===== src/rtl/clock_pkg.sv =====
// Shared time-of-day constants, alarm FSM state encoding and a wrap-around
// increment helper, common to the clock counter and the alarm controller.
package clock_pkg;

  localparam logic [5:0] MAX_SEC  = 6'd59;
  localparam logic [5:0] MAX_MIN  = 6'd59;
  localparam logic [5:0] MAX_HOUR = 6'd23;

  typedef enum logic [1:0] {
    ST_OFF     = 2'd0,
    ST_ARMED   = 2'd1,
    ST_RINGING = 2'd2,
    ST_SNOOZE  = 2'd3
  } alarm_state_t;

  function automatic logic [5:0] wrap_inc(input logic [5:0] val, input logic [5:0] max_val);
    return (val >= max_val) ? 6'd0 : val + 6'd1;
  endfunction

endpackage


===== src/rtl/alarm_time_add.sv =====
// Combinational hour:minute + ADD_MIN adder; minutes carry into hours and
// hours wrap past 23 back to 0.
module alarm_time_add
  import clock_pkg::*;
#(
  parameter int unsigned ADD_MIN = 5
) (
  input  logic [5:0] in_hour,
  input  logic [5:0] in_min,
  output logic [5:0] out_hour,
  output logic [5:0] out_min
);

  logic [6:0] min_sum;

  always_comb begin
    min_sum = {1'b0, in_min} + 7'(ADD_MIN);
    if (min_sum > {1'b0, MAX_MIN}) begin
      out_min  = 6'(min_sum - 7'd60);
      out_hour = wrap_inc(in_hour, MAX_HOUR);
    end else begin
      out_min  = min_sum[5:0];
      out_hour = in_hour;
    end
  end

endmodule


===== src/rtl/alarm_ctrl.sv =====
// Alarm-clock controller: stores the alarm time, arms/disarms, rings with a
// 0.5 Hz beep, snoozes by SNOOZE_MIN minutes and auto-silences after RING_SECS.
module alarm_ctrl
  import clock_pkg::*;
#(
  parameter int unsigned RING_SECS  = 60,
  parameter int unsigned SNOOZE_MIN = 5
) (
  input  logic       clk,
  input  logic       RESET,
  input  logic       sec_tick,
  input  logic [5:0] count_sec,
  input  logic [5:0] count_min,
  input  logic [5:0] count_hour,
  input  logic       arm_tgl,
  input  logic       set_min_inc,
  input  logic       set_hour_inc,
  input  logic       snooze,
  input  logic       stop,
  output logic [5:0] alarm_min,
  output logic [5:0] alarm_hour,
  output logic       armed,
  output logic       ringing,
  output logic       buzzer,
  output logic       snoozing
);

  localparam logic [5:0] RING_LAST = 6'(RING_SECS - 1);

  alarm_state_t state;
  logic [5:0]   ring_cnt;
  logic [5:0]   snz_hour;
  logic [5:0]   snz_min;
  logic [5:0]   tgt_hour;
  logic [5:0]   tgt_min;
  logic         alarm_match;
  logic         snooze_match;

  alarm_time_add #(.ADD_MIN(SNOOZE_MIN)) u_snooze_add (
    .in_hour  (count_hour),
    .in_min   (count_min),
    .out_hour (tgt_hour),
    .out_min  (tgt_min)
  );

  assign alarm_match  = sec_tick && (count_sec == 6'd0) &&
                        (count_hour == alarm_hour) && (count_min == alarm_min);
  assign snooze_match = sec_tick && (count_sec == 6'd0) &&
                        (count_hour == snz_hour) && (count_min == snz_min);

  // Alarm time setting is independent of the FSM and accepted in every state
  always_ff @(posedge clk or posedge RESET) begin
    if (RESET) begin
      alarm_min  <= 6'd0;
      alarm_hour <= 6'd0;
    end else begin
      if (set_min_inc) begin
        alarm_min <= wrap_inc(alarm_min, MAX_MIN);
      end
      if (set_hour_inc) begin
        alarm_hour <= wrap_inc(alarm_hour, MAX_HOUR);
      end
    end
  end

  always_ff @(posedge clk or posedge RESET) begin
    if (RESET) begin
      state    <= ST_OFF;
      ring_cnt <= 6'd0;
      snz_hour <= 6'd0;
      snz_min  <= 6'd0;
      armed    <= 1'b0;
      ringing  <= 1'b0;
      buzzer   <= 1'b0;
      snoozing <= 1'b0;
    end else begin
      case (state)
        ST_OFF: begin
          if (arm_tgl) begin
            state <= ST_ARMED;
            armed <= 1'b1;
          end
        end
        ST_ARMED: begin
          if (arm_tgl) begin
            state <= ST_OFF;
            armed <= 1'b0;
          end else if (alarm_match) begin
            state    <= ST_RINGING;
            ring_cnt <= 6'd0;
            ringing  <= 1'b1;
            buzzer   <= 1'b1;
          end
        end
        ST_RINGING: begin
          // arm_tgl > stop > snooze > ring timeout
          if (arm_tgl) begin
            state   <= ST_OFF;
            armed   <= 1'b0;
            ringing <= 1'b0;
            buzzer  <= 1'b0;
          end else if (stop) begin
            state   <= ST_ARMED;
            ringing <= 1'b0;
            buzzer  <= 1'b0;
          end else if (snooze) begin
            state    <= ST_SNOOZE;
            snz_hour <= tgt_hour;
            snz_min  <= tgt_min;
            ringing  <= 1'b0;
            buzzer   <= 1'b0;
            snoozing <= 1'b1;
          end else if (sec_tick) begin
            ring_cnt <= ring_cnt + 6'd1;
            if (ring_cnt == RING_LAST) begin
              state   <= ST_ARMED;
              ringing <= 1'b0;
              buzzer  <= 1'b0;
            end else begin
              buzzer <= ~buzzer;
            end
          end
        end
        ST_SNOOZE: begin
          if (arm_tgl) begin
            state    <= ST_OFF;
            armed    <= 1'b0;
            snoozing <= 1'b0;
          end else if (stop) begin
            state    <= ST_ARMED;
            snoozing <= 1'b0;
          end else if (snooze_match) begin
            state    <= ST_RINGING;
            ring_cnt <= 6'd0;
            ringing  <= 1'b1;
            buzzer   <= 1'b1;
            snoozing <= 1'b0;
          end
        end
        default: begin
          state    <= ST_OFF;
          armed    <= 1'b0;
          ringing  <= 1'b0;
          buzzer   <= 1'b0;
          snoozing <= 1'b0;
        end
      endcase
    end
  end

endmodule


===== config.mk =====
export PLATFORM = sky130hd
export DESIGN_NAME = alarm_ctrl
export DESIGN_NICKNAME = d
export VERILOG_FILES = /design/src/rtl/clock_pkg.sv /design/src/rtl/alarm_time_add.sv /design/src/rtl/alarm_ctrl.sv
export SDC_FILE = /design/constraint.sdc
export NUM_CORES = 1
export LEC_CHECK = 0
export BUFFER_PORTS_ARGS = -buffer_cell sky130_fd_sc_hd__buf_2
export CORE_MARGIN = 8
export CORE_UTILIZATION = 55
export DETAILED_ROUTE_END_ITERATION = 12
export HOLD_SLACK_MARGIN = 0.12
export PLACE_DENSITY = 0.78
export SLEW_MARGIN = 15
export SYNTH_ARGS = -nofsm -noshare
export SYNTH_HDL_FRONTEND = slang
export SYNTH_HIERARCHICAL = 1
export SYNTH_SLANG_ARGS = --single-unit

===== constraint.sdc =====
create_clock -name clk -period 2.7 [get_ports clk]
set_clock_uncertainty 0.2 [all_clocks]
set_input_delay 0 -clock clk [delete_from_list [all_inputs] [get_ports clk]]
set_output_delay 0 -clock clk [all_outputs]
set_load 0.005 [all_outputs]

==> Word-level counts from Yosys, hierarchy flattened <==
Index checks and enable logic that the tools add are counted.
{ "word_totals": {"reg_bits": 36, "latch_bits": 0, "ramBits": 0, "mem_bits_ro": 0, "inputBits": 26, "n_memories": 0} }
{ "op_classes": {"addsub": 6, "mul": 0, "div_mod_pow": 0, "order_cmp": 4, "eq_ne": 24, "n_shift": 0, "mux": 54, "n_bitwise": 3, "n_reduce_logical": 17} }
{ "ops": {"columns": ["operator", "count"], "rows": [
  ["two-way mux 6 bit", 14],
  ["adder 6 x 1 -> 6 bit (second input constant)", 4],
  ["== test 6 bit", 4],
  ["two-way mux 1 bit", 23],
  ["two-way mux 2 bit", 11],
  ["!= test 2 bit (second input constant)", 11],
  ["one-hot mux 6 bit (3 select lines)", 1],
  [">= comparator 6 x 5 -> 1 bit (second input constant)", 2],
  ["!= test 5 bit (second input constant)", 2],
  ["AND reduction 10 bit", 1],
  ["AND reduction 5 bit", 2],
  ["one-hot mux 2 bit (4 select lines)", 1],
  ["AND reduction 8 bit", 1],
  ["adder 6 x 3 -> 7 bit (second input constant)", 1],
  ["greater-than comparator 7 x 6 -> 1 bit (second input constant)", 1],
  ["AND reduction 7 bit", 1],
  ["== test 6 bit (second input constant)", 1],
  [">= comparator 6 bit (second input constant)", 1],
  ["logical NOT 6 bit", 1],
  ["one-hot mux 1 bit (3 select lines)", 2],
  ["subtractor 6 bit (second input constant)", 1],
  ["logical AND 1 bit", 5],
  ["== test 2 bit (second input constant)", 2],
  ["!= test 4 bit (second input constant)", 1],
  ["other kinds (11)", 14]
]} }

==> Logic depth before layout (Yosys ltp) <==
{ "depth": {"ltp_word": 8, "ltp_mapped": 9, "mapped_depth_nobuf": 8} }

==> By module <==
The synthesis kept the hierarchy.
{ "modules_own_cells": {"columns": ["mod", "instances", "cells_per_inst", "area_each_um2", "seq_area_each_um2"], "rows": [
  ["alarm_ctrl", 1, 199, 2009.4, 900.9],
  ["alarm_time_add", 1, 58, 462.9, 0.0]
]} }

==> Worst setup path after synthesis <==
Ideal clock, no wire load.
{ "synth_path": {"kind": "register to register", "start": "register state[0]", "end": "register ring_cnt[2]", "setup_time_ps": 126, "t_arrival_ps": 1777, "required_ps": 2374, "slack_ps": 597, "path_stages_with_launch": 8, "n_path_buf": 2, "cell_sequence": "dfrtp_1 -> buf_2 -> nand2b_1 -> clkbuf_1 -> nor4b_1 -> o21ai_1 -> a22o_1 -> a221o_1"} }
{ "synth_between": {"elab_chain_cells": 3} }
{ "synth_rtl": {"columns": ["item", "line", "rtl"], "rows": [
  ["start: declaration", "alarm_ctrl.sv:30", "alarm_state_t state;"],
  ["start signal: assignment", "alarm_ctrl.sv:68", "state <= ST_OFF;"],
  ["start signal: assignment", "alarm_ctrl.sv:80", "state <= ST_ARMED;"],
  ["start signal: assignment", "alarm_ctrl.sv:86", "state <= ST_OFF;"],
  ["== test 2 bit / == test 2 x 1 -> 1 bit (equally long branches)", "alarm_ctrl.sv:77", "case (state)"],
  ["!= test 2 bit (no line) / nonzero test 3 bit (equally long branches)", null, null],
  ["AND reduction 10 bit (no line)", null, null],
  ["end signal: assignment", "alarm_ctrl.sv:114", "ring_cnt <= ring_cnt + 6'd1;"],
  ["end: declaration", "alarm_ctrl.sv:31", "logic [5:0] ring_cnt;"]
]} }
Parallel ways exist; a longest one is shown, timed or not.
A chain may end at the register's enable or synchronous reset.

==> Worst setup path after layout <==
{ "layout_path": {"start": "input port count_min[0]", "end": "register snz_hour[0]"} }
{ "layout_between": {"elab_chain_cells": 3} }
{ "layout_rtl": {"columns": ["item", "line", "rtl"], "rows": [
  ["start: declaration", "alarm_ctrl.sv:13", "input logic [5:0] count_min,"],
  ["adder 6 x 3 -> 7 bit", "alarm_time_add.sv:17", "min_sum = {1'b0, in_min} + 7'(ADD_MIN);"],
  ["greater-than comparator 7 x 6 -> 1 bit", "alarm_time_add.sv:18", "if (min_sum > {1'b0, MAX_MIN}) begin"],
  ["two-way mux 6 bit", "alarm_time_add.sv:18", null],
  ["via tgt_hour[0]", "alarm_ctrl.sv:34", "logic [5:0] tgt_hour;"],
  ["end signal: assignment", "alarm_ctrl.sv:108", "snz_hour <= tgt_hour;"],
  ["end: declaration", "alarm_ctrl.sv:32", "logic [5:0] snz_hour;"]
]} }
The timed path passes the listed nets, and every way through them passes these cells.

==> metrics.md <==
| Metric | Value |
|---|---|
| TritonCTS Buffers | `5` |
| Headroom to the max-slew limit | `57.2%` |
| Worst vdd ir | `596 uV` |
| Largest net degree at the start of global routing | `37` |
| Global Route Usage Sum | `16.2%` |
| Initial Utilization | `56.8%` |
| Part of the Yosys area used for sequential elements | `36.4%` |
| Hold crit path type | `primary input to asynchronous set/reset pin` |
| Reg2Reg Launch Point | `snz_min[5]$_DFFE_PP0P_` |
| Setup Viol. Count Final | `0` |
| Die area | `6900 um^2` |
| TritonCTS clock tree | `yes` |
| Number of global-route vias before repair | `2145` |
| Top-area cell type share of the netlist area | `36.4%` |
| Final hold vios | `0` |
| Chip Height | `83.0 um` |
| # rows | `24` |
| CP endpoint kind | `flip-flop` |
| Share of cells above drive strength 1 | `20.3%` |
| Commonest non-fill, non-tap cell in the layout | `buf_2` |
| Post-Synthesis Cells | `257` |
| Clock root cell | `clkbuf_8` |
| Synthesized area per cell | `9.62 um^2` |
| CP Launch Type | `primary input` |
| DR pass1 iterations | `5` |
| CTS Sinks | `36` |
| Final WL | `5610 um` |
| IO buf count | `41` |
| Synthesized cell area | `2470 um^2` |
| Dpl cell area | `2710 um^2` |
| First-pass GRT wire length | `9520 um` |
| H-tree lvl count | `2` |
| Synth top area cells | `dfrtp_1, xor2_1, mux2_1` |
| Most frequent cells in the layout | `buf_2, dfrtp_1, xor2_1, nand2_1, dlygate4sd3_1` |
| Dominant synthesized flop cell | `dfrtp_1` |
| Fin crit period | `2560 ps` |
| Arrival @ worst endpoint | `2530 ps` |
| Setup CP Type | `primary input to flip-flop` |
| Clock latency on the worst-skew pair | `290 ps` |
| Outcome | `finished clean` |
| Initial antenna violation count | `0` |
| Antenna Nets Post-Route | `0` |
| Post-synth cell types | `61` |
| Postcts setup bufs | `0` |
| Leak | `1.48 nW` |
| Via count | `2159` |
| Max cap viols | `0` |
| Drc violations | `0` |
| CP Max Fanout | `9` |
| Post-synth ARST share | `100%` |
| Nets | `348` |
| Clock transition at the registers of the reported paths | `70 ps` |
| Period utilisation layout | `94.8%` |
| Post-route setup TNS | `0 ps` |
| HPWL Detailed | `4170 um` |
| Die width | `83.0 um` |
| Synth Net Count | `291` |
| RSZ-0062 raised after global routing | `no` |
| Synth warn | `6` |
| Tot Pwr | `1.69 mW` |
| Final Max Slew Viols | `0` |
| Area grow syn2layout | `21.8%` |
| Worst Setup SP | `count_min[0]` |
| Post-route cell area | `3010 um^2` |
| Post-synth EDFFs | `0` |
| Max Buffers Root-to-Sink | `2` |
| PwrDens | `560 nW/um^2` |
| DR WL/cell | `15.3 um` |
| Largest area contributor in the netlist | `dfrtp_1` |
| Critical Path RT | `2670 ps` |
| DRT iter0 DRCs | `108` |
| CP Capture Point | `snz_hour[0]$_DFFE_PP0P_` |
| I/O pin count | `42` |
| Worst slew pin tran | `640 ps` |
| Number of synthesized register bits | `36` |
| Reg2reg path depth | `6` |
| # diodes | `0` |
| GRT overflow | `0` |
| RePlAce Congestion | `0.885` |
| Setup slack, reg-to-reg | `370 ps` |
| Fmax | `0.391 GHz` |
| RR Endpoint | `state[1]$_DFFE_PP0P_` |
| Core area | `4350 um^2` |
| Vias per inst | `5.88` |
==> final cells by class <==
type,count,area [um^2]
Timing Repair Buffer,60,390
Clock inverter,2,35.0
Fill cell,339,1340
Inverter,11,41.3
Multi-Input combinational cell,200,1510
Sequential cell,36,901
Tap cell,52,65.1
Clock buffer,6,72.6
==> power breakdown <==
| part | internal [mW] | switching (mW) |
|---|---|---|
| logic | 0.240 | 0.239 |
| clock network | 0.274 | 0.191 |
| registers | 0.612 | 0.130 |
==> layer usage <==
metal,share of wire [%],global-route usage (%)
met4,1.0,4.79
met1,46,19.3
met2,48,27.6
met3,4.8,4.30
met5,0,0
==> per-stage QoR <==
| stage | utilization [%] | hold slack, ps | std cells | worst slack, ps |
|---|---|---|---|---|
| floorplan | - | -33.0 | 257 | 597 |
| global placement | 62.3 | -74.1 | 342 | 331 |
| detailed placement | 62.3 | -70.3 | 342 | 271 |
| CTS | 68.6 | 157 | 367 | 13.3 |
| global route | 69.1 | 187 | 367 | 19.6 |
| finish | 69.1 | 150 | 367 | 140 |
==> critical path, stage by stage <==
cell and delay (ps):
dlygate4sd3_1 530, buf_2 180, ha_2 290, o21ai_0 120, xnor2_1 320, and4b_4 320, a21o_4 160, mux2_4 300
mux2_1 280
==> cell families (layout without fill, tap and decap cells) <==
group           count (synthesis)  after routing  share of synthesized area [%]
simple gates                   81             81                           18.6
xor+xnor                       29             29                           10.6
compound gates                 62             62                           17.6
buf+inv                        21             79                           3.54
mux                            20             20                           9.26
fa+ha+maj                       8              8                           4.05
flops                          36             36                           36.4
==> Yosys cell counts (all sizes together), types with 4 or more instances <==
master,count
dfrtp,36
xor2,25
nand2,19
mux2,17
o21ai,15
a21oi,13
inv,10
nand3,10
nor2,9
ha,8
nor4,8
clkbuf,7
a21o,5
nor2b,5
nor3,4
xnor2,4
==> how the worst min path moves through the flow <==
stage / cells past startpoint / start / endpoint / slack (ps)
2_1_floorplan: 1 / RESET / alarm_hour[0]$_DFFE_PP0P_ / -30
3_3_place_gp: 3 / RESET / ring_cnt[1]$_DFFE_PP0P_ / -70
3_5_place_dp: 3 / RESET / ring_cnt[0]$_DFFE_PP0P_ / -70
4_1_cts: 4 / count_min[2] / snz_min[2]$_DFFE_PP0P_ / 160
5_1_grt: 4 / count_min[2] / snz_min[2]$_DFFE_PP0P_ / 190
6_report: 4 / RESET / ring_cnt[1]$_DFFE_PP0P_ / 150
==> registers in the layout (all words and copies together) (netlist names) <==
name,cells
alarm_hour,6
alarm_min,6
ring_cnt,6
snz_hour,6
snz_min,6
state,2
armed,1
buzzer,1
ringing,1
snoozing,1
==> timing repair <==
action	4_1_cts	5_1_grt
hold endpoints to repair	63	0
hold buffers	17	0
gates resized for setup	0	4
setup endpoints to repair	0	3
Power figures use the tool's default switching activity.
